==> src/rtl/seq_divider_if.sv <==
// ---------------------------------------------------------------------------
// seq_divider_if : level-held en/fin request/response bundle between ALU and divider
// Revision 1.0
// ---------------------------------------------------------------------------
`default_nettype none

interface seq_divider_if #(
  parameter int WIDTH = 32
);
  logic             en;
  logic             signed_mode;
  logic [WIDTH-1:0] dividend;
  logic [WIDTH-1:0] divisor;
  logic [WIDTH-1:0] quotient;
  logic [WIDTH-1:0] remainder;
  logic             fin;
  logic             div_by_zero;

  modport master (
    output en, signed_mode, dividend, divisor,
    input  quotient, remainder, fin, div_by_zero
  );

  modport slave (
    input  en, signed_mode, dividend, divisor,
    output quotient, remainder, fin, div_by_zero
  );
endinterface

`default_nettype wire

==> src/rtl/seq_divider.sv <==
// ---------------------------------------------------------------------------
// seq_divider : restoring divider, one quotient bit per clock, signed/unsigned
// Revision 1.0
// ---------------------------------------------------------------------------
`default_nettype none

module seq_divider #(
  parameter int WIDTH = 32
) (
  input  logic         clk,
  input  logic         rst,
  seq_divider_if.slave bus
);
  localparam int                CNT_W    = $clog2(WIDTH);
  localparam logic [CNT_W-1:0] CNT_LAST = CNT_W'(WIDTH - 1);

  typedef enum logic [1:0] {
    S_IDLE = 2'd0,
    S_CALC = 2'd1,
    S_DONE = 2'd2
  } state_t;

  state_t           r_state;
  logic [WIDTH-1:0] r_rem;
  logic [WIDTH-1:0] r_quo;
  logic [WIDTH-1:0] r_dvs;
  logic [WIDTH-1:0] r_quotient;
  logic [WIDTH-1:0] r_remainder;
  logic             r_q_neg;
  logic             r_r_neg;
  logic             r_fin;
  logic             r_dbz;
  logic [CNT_W-1:0] r_cnt;

  logic             w_a_neg;
  logic             w_b_neg;
  logic [WIDTH-1:0] w_dividend_mag;
  logic [WIDTH-1:0] w_divisor_mag;
  logic [WIDTH:0]   w_shifted;
  logic [WIDTH:0]   w_trial;
  logic [WIDTH-1:0] w_next_rem;
  logic [WIDTH-1:0] w_next_quo;

  always_comb begin
    w_a_neg        = bus.signed_mode & bus.dividend[WIDTH-1];
    w_b_neg        = bus.signed_mode & bus.divisor[WIDTH-1];
    w_dividend_mag = w_a_neg ? -bus.dividend : bus.dividend;
    w_divisor_mag  = w_b_neg ? -bus.divisor  : bus.divisor;
    // One extra bit on the trial subtract keeps divisors with the MSB set exact.
    w_shifted      = {r_rem, r_quo[WIDTH-1]};
    w_trial        = w_shifted - {1'b0, r_dvs};
    if (w_trial[WIDTH]) begin
      w_next_rem = w_shifted[WIDTH-1:0];
      w_next_quo = {r_quo[WIDTH-2:0], 1'b0};
    end else begin
      w_next_rem = w_trial[WIDTH-1:0];
      w_next_quo = {r_quo[WIDTH-2:0], 1'b1};
    end
  end

  always_ff @(posedge clk or posedge rst) begin
    if (rst) begin
      r_state     <= S_IDLE;
      r_rem       <= '0;
      r_quo       <= '0;
      r_dvs       <= '0;
      r_quotient  <= '0;
      r_remainder <= '0;
      r_q_neg     <= 1'b0;
      r_r_neg     <= 1'b0;
      r_fin       <= 1'b0;
      r_dbz       <= 1'b0;
      r_cnt       <= '0;
    end else begin
      case (r_state)
        S_IDLE: begin
          r_fin <= 1'b0;
          if (bus.en) begin
            r_rem   <= '0;
            r_quo   <= w_dividend_mag;
            r_dvs   <= w_divisor_mag;
            r_q_neg <= w_a_neg ^ w_b_neg;
            r_r_neg <= w_a_neg;
            r_cnt   <= '0;
            if (bus.divisor == '0) begin
              r_quotient  <= '1;
              r_remainder <= bus.dividend;
              r_dbz       <= 1'b1;
              r_fin       <= 1'b1;
              r_state     <= S_DONE;
            end else begin
              r_dbz   <= 1'b0;
              r_state <= S_CALC;
            end
          end
        end
        S_CALC: begin
          if (!bus.en) begin
            r_state <= S_IDLE;
          end else begin
            r_rem <= w_next_rem;
            r_quo <= w_next_quo;
            r_cnt <= r_cnt + CNT_W'(1);
            // Truncating division: quotient sign from operand XOR, remainder follows dividend.
            if (r_cnt == CNT_LAST) begin
              r_quotient  <= r_q_neg ? -w_next_quo : w_next_quo;
              r_remainder <= r_r_neg ? -w_next_rem : w_next_rem;
              r_fin       <= 1'b1;
              r_state     <= S_DONE;
            end
          end
        end
        S_DONE: begin
          if (!bus.en) begin
            r_fin   <= 1'b0;
            r_state <= S_IDLE;
          end
        end
        default: begin
          r_fin   <= 1'b0;
          r_state <= S_IDLE;
        end
      endcase
    end
  end

  assign bus.quotient    = r_quotient;
  assign bus.remainder   = r_remainder;
  assign bus.fin         = r_fin;
  assign bus.div_by_zero = r_dbz;

endmodule

`default_nettype wire

==> src/flat_wrapper.sv <==
// flat-port wrapper written by rule: the top's interface ports become plain ports
module seq_divider_flat 
#(
  parameter int WIDTH = 32
)
  (clk, rst, bus_en, bus_signed_mode, bus_dividend, bus_divisor, bus_quotient, bus_remainder, bus_fin, bus_div_by_zero);
  seq_divider_if #(.WIDTH(WIDTH)) bus_i ();
  input  logic clk;
  input  logic rst;
  input wire logic [$bits(bus_i.en)-1:0] bus_en;
  input wire logic [$bits(bus_i.signed_mode)-1:0] bus_signed_mode;
  input wire logic [$bits(bus_i.dividend)-1:0] bus_dividend;
  input wire logic [$bits(bus_i.divisor)-1:0] bus_divisor;
  output wire logic [$bits(bus_i.quotient)-1:0] bus_quotient;
  output wire logic [$bits(bus_i.remainder)-1:0] bus_remainder;
  output wire logic [$bits(bus_i.fin)-1:0] bus_fin;
  output wire logic [$bits(bus_i.div_by_zero)-1:0] bus_div_by_zero;
  assign bus_i.en = bus_en;
  assign bus_i.signed_mode = bus_signed_mode;
  assign bus_i.dividend = bus_dividend;
  assign bus_i.divisor = bus_divisor;
  assign bus_quotient = bus_i.quotient;
  assign bus_remainder = bus_i.remainder;
  assign bus_fin = bus_i.fin;
  assign bus_div_by_zero = bus_i.div_by_zero;
  seq_divider #(.WIDTH(WIDTH)) u_core (.clk(clk), .rst(rst), .bus(bus_i));
endmodule
==> config.mk <==
export PLATFORM = sky130hd
export DESIGN_NAME = seq_divider_flat
export DESIGN_NICKNAME = d
export VERILOG_FILES = /design/src/rtl/seq_divider_if.sv /design/src/rtl/seq_divider.sv /design/src/flat_wrapper.sv
export SDC_FILE = /design/constraint.sdc
export NUM_CORES = 1
export LEC_CHECK = 0
export CAP_MARGIN = 10
export CELL_PAD_IN_SITES_DETAIL_PLACEMENT = 2
export CELL_PAD_IN_SITES_GLOBAL_PLACEMENT = 2
export CORE_ASPECT_RATIO = 0.8
export CORE_UTILIZATION = 34
export DETAILED_ROUTE_END_ITERATION = 12
export PLACE_DENSITY_LB_ADDON = 0.1
export SLEW_MARGIN = 20
export SYNTH_ARGS = -nofsm -noshare
export SYNTH_HDL_FRONTEND = slang
export SYNTH_SLANG_ARGS = --single-unit
==> constraint.sdc <==
create_clock -name clk -period 7.7 [get_ports clk]
set_clock_uncertainty 0.05 [all_clocks]
set_input_delay 1.155 -clock clk [delete_from_list [all_inputs] [get_ports clk]]
set_output_delay 1.155 -clock clk [all_outputs]
set_load 0.05 [all_outputs]
==> key figures <==
Status
  • Result of the run: complete, no violations

Yosys
  • Synthesized net count: 1622
  • Share of synthesized flip-flops with an asynchronous set or reset: 1.000
  • Register bit count reported by yosys: roughly 170
  • Ys flop type: sky130_fd_sc_hd__dfrtp_1
  • Count of mapped cells out of synthesis: roughly 1500
  • Synthesis warning total: 0
  • Unique cell type count in the Yosys netlist: 73
  • Number of flops mapped to enable cells by yosys: 0
  • Share of the yosys chip area belonging to registers: 0.3570
  • Post-synthesis instance area: around 12000 um^2
  • Post-Synthesis Mean Instance Area: 7.911 um^2

Timing
  • Rel. slew slack: 0.2265
  • Worst-Margin Slew: ~1200 ps
  • Post-layout minimum cycle time: between 5000 and 6000 ps
  • Fin crit share: 0.7617
  • Number of setup violations in the final report: 0
  • Setup TNS: 0 ps
  • Max Slew Vio Count: 0
  • Maximum achievable frequency: about 170 MHz
  • RSZ-0062 raised after global routing: false
  • Final Worst Setup Slack: between 1500 and 2000 ps
  • Final hold viol count: 0

Placement
  • Post-placement setup slack: just over 2000 ps
  • Total cell area at the placement stage: between 10000 and 15000 um^2
  • Half-perimeter wire length after detailed placement: 33160 um
  • Port Buffers: approximately 130
  • RD Place Congestion: approximately 0.82
  • Cell Count Post-Placement: about 2000

Floorplan
  • Number of core rows: a little over 60
  • Total die area: 36010 um^2
  • Width of the chip: ~210 um
  • Die height: between 150 and 200 um
  • Number of top-level pins: between 100 and 150
  • Core area: 34730 um^2
  • Effective utilization at floorplan: 0.3451

Global routing
  • Leftover overflow at the end of global routing: 0
  • Via count of the first global-routing pass: 12501
  • Global-route usage over all layers: 0.2540
  • Number of antenna violations at the first check in global routing: 1
  • Maximum number of pins on one net before global-route repair: 80
  • Global-route wire length before repair: approximately 71000 um

Clocking
  • Clk root buf: sky130_fd_sc_hd__clkbuf_16
  • Post CTS Setup Buffer Count: 0
  • Clock-pin transition on the worst setup and hold timing paths: about 70 ps
  • Count of cells resized by post-cts repair: 0
  • Clock Sink Count: roughly 170
  • Clock insertion delay at the later pin of the skew report: between 400 and 500 ps
  • Number of hold buffers added after cts: 0
  • TritonCTS clock tree: yes
  • Max clock buf depth: 2
  • Number of buffers added by the clock tree synthesis step: 17
  • Count of H-tree levels built during CTS: 4

Finish
  • Layout filler cell count: just under 4000
  • Net count of the finished layout: 1708
  • Finished Layout Cells: ~2100
  • Cell area after layout: 14390 um^2
  • Leading cell types in the layout, fill and taps excluded: 194 x sky130_fd_sc_hd__o21ai_0, 192 x sky130_fd_sc_hd__nand2_1, 171 x sky130_fd_sc_hd__dfrtp_1
  • Area Overhead vs Synth: 20.02%
  • Number of antenna cells inserted: 0
  • Most frequent standard cell in the layout excluding fill and tap cells: sky130_fd_sc_hd__o21ai_0
  • Fraction of layout cells with a size suffix above 1: 0.04960

Setup path
  • Launching element type of the critical path: flip-flop
  • Critical Path End Type: flip-flop
  • Critical register-to-register path endpoint: u_core.bus.remainder[30]
  • WP buf/inv: 4
  • Worst r2r src: u_core.r_quo[31]
  • Critical path's largest stage delay: ~500 ps
  • Critical Path Most Common Cell: sky130_fd_sc_hd__inv_1
  • Top delay family on crit path: compound AO/OA/AOI/OAI gates
  • Worst path slowest cell: sky130_fd_sc_hd__a2111oi_4
  • Critical path data required time: approximately 8000 ps
  • Logic depth of the worst register-to-register path: 23
  • Setup Crit Path Kind: flip-flop to flip-flop
  • Highest fanout seen on the critical path: 32
  • Data arrival at the endpoint of the critical path: slightly above 6000 ps
  • Series of cell instances along the critical path: inv_1, ha_1, inv_1, fa_1, a211oi_1, o211ai_1, nand3_1, a2111oi_4, o21a_2, nor2_4, inv_1, buf_4, nor2_1, a21oi_1, ha_1, nand3_1, a21oi_1, a41o_1, nand2_1, o41ai_1, xnor2_1, nand2_1, a31oi_1
  • R2r setup slk: about 1800 ps

Pwr
  • VDD IR max: between 100 and 150 uV
  • Leakage power total: 5.925 nW
  • Power per standard cell area: between 300 and 400 nW/um^2
  • Final total power: between 4 and 5 mW

Drt
  • DRT Wirelength: 44370 um
  • Average wire length per cell after detail routing: ~21 um
  • Post-route ant nets: 0
  • DRC violations left: 0
  • First-pass DRT Iterations: 5
  • Detailed Route Iter0 Violations: roughly 530
  • Number of vias per cell after detailed routing: around 5.6
  • Total number of vias: approximately 12000

Hold path
  • Hold wc startpoint: u_core.r_dvs[10]
  • Hold Path End: u_core.r_dvs[10]
  • Classification of the worst-slack hold path: flip-flop to flip-flop
  • Cell depth of the worst min-delay path: 2

Run
  • Max_cap viols: 0
==> cells in the mapped netlist (3+ instances only) <==
master                     count  area [um^2]
sky130_fd_sc_hd__o21bai_1      3        22.52
sky130_fd_sc_hd__nor2b_1       7        43.79
sky130_fd_sc_hd__a21boi_0      6        45.04
sky130_fd_sc_hd__o21ai_0     194        970.9
sky130_fd_sc_hd__buf_2         4        20.02
sky130_fd_sc_hd__o31a_1        4        35.03
sky130_fd_sc_hd__a22o_1        7        61.31
sky130_fd_sc_hd__and3_1       19        118.9
sky130_fd_sc_hd__a211oi_1     11        82.58
sky130_fd_sc_hd__nand3_1      23        115.1
sky130_fd_sc_hd__o41ai_1      10        87.58
sky130_fd_sc_hd__buf_1         7        26.28
sky130_fd_sc_hd__o211ai_1      6        45.04
sky130_fd_sc_hd__nor4_1        7        43.79
sky130_fd_sc_hd__a41oi_1       3        26.28
sky130_fd_sc_hd__nand2_1     193        724.4
sky130_fd_sc_hd__xnor2_1      50        437.9
sky130_fd_sc_hd__o21a_1       13        97.59
sky130_fd_sc_hd__a31oi_1      22        137.6
sky130_fd_sc_hd__nor2_1      142        533.0
sky130_fd_sc_hd__nor3_1       25        125.1
sky130_fd_sc_hd__or2_2        13        81.33
sky130_fd_sc_hd__xor2_1       73        639.4
sky130_fd_sc_hd__inv_1        56        210.2
sky130_fd_sc_hd__and2_1       16        100.1
sky130_fd_sc_hd__nand2b_1     16        100.1
sky130_fd_sc_hd__clkbuf_1     68        255.2
sky130_fd_sc_hd__mux2i_1      20        200.2
sky130_fd_sc_hd__a21o_1       11        82.58
sky130_fd_sc_hd__or3_1        28        175.2
sky130_fd_sc_hd__nand4_1       6        37.54
sky130_fd_sc_hd__o211a_1       3        30.03
sky130_fd_sc_hd__dfrtp_1     171         4279
sky130_fd_sc_hd__mux2_2        3        33.78
sky130_fd_sc_hd__o31ai_1      30        225.2
sky130_fd_sc_hd__a21oi_1     154        770.7
sky130_fd_sc_hd__ha_1         38        475.5
sky130_fd_sc_hd__or4_1        11        82.58
==> cells by family (layout without fill, tap and decap cells) <==
family | Yosys count | in the layout | synth area share
AND/OR/NAND/NOR | 519 | 519 | 0.1998
AO/OA/AOI/OAI | 504 | 504 | 0.2488
flip-flops | 171 | 171 | 0.3570
buffers and inverters | 136 | 234 | 0.04364
XOR/XNOR | 123 | 123 | 0.08988
adder cells (fa/ha/maj) | 39 | 39 | 0.04134
multiplexers | 23 | 23 | 0.01952
==> flip-flops by register name, summed over array words and instances, names as in the netlist <==
register and count:
u_core.r_dvs 32, u_core.bus.remainder 32, u_core.r_quo 32, u_core.r_rem 32
u_core.bus.quotient 32, u_core.r_r_neg 1, u_core.r_state 2, u_core.bus.fin 1
u_core.bus.div_by_zero 1, u_core.r_cnt 5, u_core.r_q_neg 1
==> where the power goes <==
part	internal, mW	switching, mW
sequential	1.02	0.149
combinational	0.855	1.53
clock	0.577	0.419
total	2.45	2.10
==> layer usage <==
layer	vias to the layer above	routed length [um]	GRT usage
met4	0	688	0.06459
met5	-	0	0
met3	38	1311	0.03598
met2	167	20650	0.4110
met1	5946	21720	0.3539
li1	5520	-	-
==> worst register-to-register path, cell delays in order, from the launching register on <==
cell and delay, ps:
sky130_fd_sc_hd__dfrtp_1 380, sky130_fd_sc_hd__inv_1 80, sky130_fd_sc_hd__ha_1 200, sky130_fd_sc_hd__inv_1 80, sky130_fd_sc_hd__fa_1 230, sky130_fd_sc_hd__a211oi_1 120, sky130_fd_sc_hd__o211ai_1 450, sky130_fd_sc_hd__nand3_1 360
sky130_fd_sc_hd__a2111oi_4 500, sky130_fd_sc_hd__o21a_2 380, sky130_fd_sc_hd__nor2_4 230, sky130_fd_sc_hd__inv_1 150, sky130_fd_sc_hd__buf_4 360, sky130_fd_sc_hd__nor2_1 90, sky130_fd_sc_hd__a21oi_1 230, sky130_fd_sc_hd__ha_1 370
sky130_fd_sc_hd__nand3_1 110, sky130_fd_sc_hd__a21oi_1 130, sky130_fd_sc_hd__a41o_1 190, sky130_fd_sc_hd__nand2_1 190, sky130_fd_sc_hd__o41ai_1 470, sky130_fd_sc_hd__xnor2_1 160, sky130_fd_sc_hd__nand2_1 80, sky130_fd_sc_hd__a31oi_1 210
==> worst max path at each step <==
stage                startpoint                       end  slack (ps)  cells past startpoint
5_1_grt        u_core.r_quo[31]  u_core.bus.remainder[30]        1340                     23
6_report       u_core.r_quo[31]  u_core.bus.remainder[30]        1830                     23
3_3_place_gp    u_core.r_dvs[0]  u_core.bus.remainder[30]        2260                     22
2_1_floorplan               rst    u_core.bus.div_by_zero        1860                      1
4_1_cts        u_core.r_quo[31]  u_core.bus.remainder[30]        1880                     23
3_5_place_dp   u_core.r_quo[31]  u_core.bus.remainder[30]        2030                     23
==> stage by stage <==
stage / util / hold slack [ps]
floorplan: - / 399.8
global placement: 0.3955 / 417.3
detailed placement: 0.3956 / 427.7
CTS: 0.4142 / 443.6
global route: 0.4142 / 465.8
finish: 0.4142 / 437.2
==> area by class of cell <==
class	instances	area [um^2]	share of cell area
clock buffer	17	425.4	0.02957
clock inverter	14	217.7	0.01513
inverter	56	215.2	0.01496
multi-input combinational	1208	7221	0.5020
sequential	171	4279	0.2975
tap	472	590.6	0.04105
timing repair buffer	147	1436	0.09985
(Power assumes the default switching activity.)
